## config.mk

```make
export PLATFORM = sky130hd
export DESIGN_NAME = log2_approx
export DESIGN_NICKNAME = d
export VERILOG_FILES = /design/src/rtl/log2_pkg.sv /design/src/rtl/log2_approx.sv
export SDC_FILE = /design/constraint.sdc
export NUM_CORES = 1
export LEC_CHECK = 0
export CORE_ASPECT_RATIO = 1.2
export CORE_MARGIN = 3
export CORE_UTILIZATION = 52
export CTS_BUF_LIST = sky130_fd_sc_hd__clkbuf_2 sky130_fd_sc_hd__clkbuf_4 sky130_fd_sc_hd__clkbuf_8
export DETAILED_ROUTE_END_ITERATION = 8
export PLACE_DENSITY = 0.91
export SETUP_SLACK_MARGIN = 0.05
export SLEW_MARGIN = 30
export SYNTH_ARGS = -nofsm -noshare
export SYNTH_HDL_FRONTEND = slang
export SYNTH_SLANG_ARGS = --single-unit
```

## constraint.sdc

```tcl
create_clock -name clk -period 2.4 [get_ports clk]
set_clock_uncertainty 0.2 [all_clocks]
set_input_delay 0.48 -clock clk [delete_from_list [all_inputs] [get_ports clk]]
set_output_delay 0.48 -clock clk [all_outputs]
set_load 0.01 [all_outputs]
```

## src/rtl/log2_pkg.sv

```systemverilog
`default_nettype none
// ============================================================================
// log2_pkg : shared widths, state encoding and error code for log2_approx
// Revision : 1.0
// ============================================================================
package log2_pkg;

    // Default Q8.8 format, kept identical to the exp2 unit's defaults.
    localparam int LOG2_W  = 16;
    localparam int LOG2_BF = 8;

    // Returned for non-positive operands: the most negative W-bit value.
    localparam logic [LOG2_W-1:0] LOG2_ERR_VAL = {1'b1, {(LOG2_W-1){1'b0}}};

    typedef enum logic [1:0] {
        IDLE = 2'd0,
        NORM = 2'd1,
        CORR = 2'd2,
        DONE = 2'd3
    } log2_state_t;

endpackage
`default_nettype wire

```

## src/rtl/log2_approx.sv

```systemverilog
`default_nettype none
// ============================================================================
// log2_approx : iterative Mitchell log2 of a signed Q(W-Bf).Bf operand.
// Optional LOG2_ERR_CORR_EN adds a one-cycle quadratic mantissa correction.
// Revision    : 1.0
// ============================================================================
module log2_approx
    import log2_pkg::*;
#(
    parameter int FIX_POINT_WIDTH = LOG2_W,
    parameter int Bf              = LOG2_BF
) (
    input  logic                       clk,
    input  logic                       rst,
    input  logic                       in_valid,
    output logic                       in_ready,
    input  logic [FIX_POINT_WIDTH-1:0] in,
    output logic                       out_valid,
    input  logic                       out_ready,
    output logic [FIX_POINT_WIDTH-1:0] out,
    output logic                       err
);

    localparam int W  = FIX_POINT_WIDTH;
    localparam int CW = $clog2(W);
    localparam logic [W-1:0] C_ERR_VAL = {1'b1, {(W-1){1'b0}}};

    log2_state_t   r_state;
    logic [W-1:0]  r_x;
    logic [CW-1:0] r_cnt;

    logic          w_in_bad;
    logic [Bf-1:0] w_f;
    logic [W-1:0]  w_e;
    logic [W-1:0]  w_res;

    // Exponent e = (W-1-cnt) - Bf, kept as a W-bit two's-complement value.
    always_comb begin
        w_in_bad = in[W-1] | (in == '0);
        w_f      = r_x[W-2 -: Bf];
        w_e      = W'(W - 1 - Bf) - W'(r_cnt);
        w_res    = (w_e << Bf) + W'(w_f);
    end

`ifdef LOG2_ERR_CORR_EN
    localparam int PW = 2 * Bf + 1;

    logic [PW-1:0] w_prod;
    logic [Bf:0]   w_fc_sum;
    logic [Bf-1:0] w_fc;
    logic [W-1:0]  w_res_corr;

    // f' = f + f*(2^Bf - f)/2^(Bf+2), clamped to the largest mantissa.
    always_comb begin
        w_prod     = PW'(w_f) * (PW'(1 << Bf) - PW'(w_f));
        w_fc_sum   = {1'b0, w_f} + (Bf+1)'(w_prod >> (Bf + 2));
        w_fc       = w_fc_sum[Bf] ? {Bf{1'b1}} : w_fc_sum[Bf-1:0];
        w_res_corr = (w_e << Bf) + W'(w_fc);
    end
`endif

    always_ff @(posedge clk or posedge rst) begin
        if (rst) begin
            r_state   <= IDLE;
            in_ready  <= 1'b1;
            out_valid <= 1'b0;
            out       <= '0;
            err       <= 1'b0;
            r_cnt     <= '0;
            r_x       <= '0;
        end else begin
            case (r_state)
                IDLE: begin
                    if (in_valid) begin
                        r_x      <= in;
                        in_ready <= 1'b0;
                        if (w_in_bad) begin
                            r_state   <= DONE;
                            out_valid <= 1'b1;
                            out       <= C_ERR_VAL;
                            err       <= 1'b1;
                        end else begin
                            r_state <= NORM;
                            r_cnt   <= '0;
                            err     <= 1'b0;
                        end
                    end
                end
                NORM: begin
                    if (!r_x[W-1]) begin
                        r_x   <= r_x << 1;
                        r_cnt <= r_cnt + 1'b1;
                    end else begin
`ifdef LOG2_ERR_CORR_EN
                        r_state <= CORR;
`else
                        r_state   <= DONE;
                        out_valid <= 1'b1;
                        out       <= w_res;
`endif
                    end
                end
`ifdef LOG2_ERR_CORR_EN
                CORR: begin
                    r_state   <= DONE;
                    out_valid <= 1'b1;
                    out       <= w_res_corr;
                end
`endif
                DONE: begin
                    // Input side reopens only after the result is taken.
                    if (out_ready) begin
                        out_valid <= 1'b0;
                        in_ready  <= 1'b1;
                        r_state   <= IDLE;
                    end
                end
                default: begin
                    r_state   <= IDLE;
                    in_ready  <= 1'b1;
                    out_valid <= 1'b0;
                end
            endcase
        end
    end

endmodule
`default_nettype wire

```

==> results.md <==
- Outcome: finished clean
- Final setup violation count: 0
- Gates resized, CTS repair: 0
- Post-DRT Antenna Nets: 0
- Worst Path Required: 2.43 ns
- Maximum clock insertion buffer count: 2
- Critical-path top delay cell: a211o_1
- Clk_lat worst skew: 0.34 ns
- Final hold vios: 0
- Post-synth EDFFs: 0
- Number of DRC markers in iteration 0: 56
- Pleak: 1.01 nW
- CP Capture Type: flip-flop
- Clock buffer count from CTS: 5
- Design area: 2250 um2
- Hold_sp: out[8]
- Largest delay share family, worst path: compound AO/OA/AOI/OAI gates
- # DRC: 0
- Pwr Density: 1250 nW/um2
- Core Rows: 22
- Vias in the first global route: between 1k and 1.5k
- Net Count, Synth: 183
- Detailed Place HPWL: ~3000 um
- Area growth syn-to-layout: 28.0%
- Layout Nets: 226
- Setup Crit Path Kind: in2reg
- VDD IR max: 0.834 mV
- Fmax achieved: ~0.46 GHz
- Final Max Slew Viols: 0
- Largest net degree at the start of global routing: 19
- H-tree level count: 2
- Drt pass-1 iters: 4
- Post-CTS setup buffer count: 0
- Final period utilization: 90.4%
- First-pass GRT wire length: 6460 um
- Layout cell share with drive strength beyond 1: 16.5%
- CTS root buf: clkbuf_4
- Slew Limit Headroom: a little over half
- Critical path's largest stage delay: 0.50 ns
- Ys Warns: 0
- Buffers & Inverters on Critical Path: 1
- Post-synth ARST share: 100%
- Core box area: 3140 um2
- Routed Wire Length: 3900 um
- I/O Pins: 39
- Unrepaired setup endpoints after global routing: false
- Die width: 59.1 um
- Placed cell areas: 2190 um2
- Worst Tran Pin Value: 0.688 ns
- Reg2reg start: r_state[0]
- Synthesized flop and latch total: 38
- Buffers on Ports: 38
- Max-Cap Viols: 0
- CP Launch Type: input pin
- Vias per cell: 5.90
- WL/cell: 16.1 um
- Initial antenna violation count: 0
- Final min period: 2.17 ns
- Total number of vias: 1,427
- Post-synthesis cell type count: 40
- CP Cell Sequence: clkdlybuf4s50_1, nor4_2, a41oi_2, a211o_1, a22o_2
- Die span in y: between 60 and 70 um
- Critical path arrival: 2.20 ns
- Total GRT Usage: 20.5%
- Hold crit path type: reg2reg
- Worst-path fanout max: 13
- Crit path launch: in[9]
- Mapped cell area: ~1800 um2
- Diodes inserted: 0
- Clk pin slew, worst setup/hold paths: 0.11 ns
- Clock sinks: 38
- Gr ovfl total: 0
- Syn_area_per_cell: 10.9 um2
- Routability cong.: 0.829
- Sequential area share after synthesis: 54.2%
- Starting Density: 56.0%
- Synthesized instance count: 162
- CTS tree: done
- WHS: roughly 0.31 ns
- Synth Flop Type: dfrtp_1
- Count of hold-fix buffers inserted at cts: 0
- DIE AREA: 4120 um2
==> per-layer routing <==
| layer | vias up | routed length (um) | track usage, % |
|---|---|---|---|
| met5 | - | 0 | 0 |
| met4 | 0 | 60 | 7.56 |
| met3 | 6 | 194 | 5.77 |
| met2 | 51 | 2070 | 34.4 |
| met1 | 705 | 1570 | 24.2 |
| li1 | 665 | - | - |
==> state kept, by name, summed over array words and instances (netlist names) <==
signal	cells
err	1
r_state	2
in_ready	1
r_cnt	4
r_x	16
out_valid	1
out	13
==> placed cells by master, fill, tap and decap left out, types with 2 or more instances in the layout <==
master	synthesis	routed
clkdlybuf4s50_1	0	38
dfrtp_1	37	37
nand2_1	31	31
a22oi_1	16	16
a22o_1	8	8
buf_4	3	8
nor2_1	7	7
clkbuf_4	0	6
inv_1	5	5
a21oi_1	5	5
o21ai_0	5	5
nor4_2	3	3
nand3_1	3	3
o2bb2ai_1	3	3
a22o_2	3	3
nor3_1	3	3
nor3b_2	1	2
mux2_2	2	2
==> logic make-up (layout without fill, tap and decap cells) <==
logic type	Yosys count	after routing	synth area share [%]
mux	3	3	1.85
flops	38	38	54.2
buf+inv	17	61	5.98
simple gates	54	54	15.9
compound gates	49	49	21.4
fa+ha+maj	1	1	0.712
==> synth_stat cells, types with 2 or more instances <==
cell type,instances,area [um2]
nor4_2,3,37.5
inv_1,5,18.8
a21oi_1,5,25.0
a22o_1,8,70.1
o2bb2ai_1,3,26.3
nand3_1,3,15.0
nor3_1,3,15.0
buf_2,4,20.0
nand2_1,31,116
buf_4,3,22.5
mux2_2,2,22.5
a22o_2,3,30.0
o21ai_0,5,25.0
dfrtp_1,37,926
a22oi_1,16,120
nor2_1,7,26.3
==> power breakdown <==
group	internal (mW)	switching, mW	total (mW)
sequential	0.937	0.273	1.21
combinational	0.639	0.598	1.24
clock	0.153	0.206	0.359
==> per-stage QoR <==
step	setup TNS, ns	total power, mW	util (%)	cells	setup WS [ns]
final	0	2.81	71.7	242	0.231
after global placement	-0.567	2.37	69.7	234	-0.0771
after detailed placement	-1.06	2.46	69.7	234	-0.124
after global routing	0	3.00	71.7	242	0.186
after CTS	0	2.81	71.7	242	0.245
after floorplan	0	1.99	-	162	0.448
==> final timing paths <==
| kind | depth (start not counted) | endpoint | slack (ns) |
|---|---|---|---|
| max | 5 | out[2] | 0.23 |
| min | 1 | out[8] | 0.31 |
| max reg2reg | 5 | r_cnt[3] | 0.35 |
| min reg2reg | 1 | out[8] | 0.31 |
| max in group asynchronous | 3 | r_cnt[1] | 1.15 |
| min in group asynchronous | 2 | r_x[3] | 0.32 |
==> cell type report <==
| class | count | area, um2 |
|---|---|---|
| inverters | 6 | 22.5 |
| fillers | 245 | 888 |
| clock inverters | 1 | 5.00 |
| repair buffers | 47 | 460 |
| well taps | 36 | 45.0 |
| multi-input cells | 107 | 706 |
| flip-flops and latches | 38 | 952 |
| clock buffers | 7 | 58.8 |
Power figures use the tool's default switching activity.
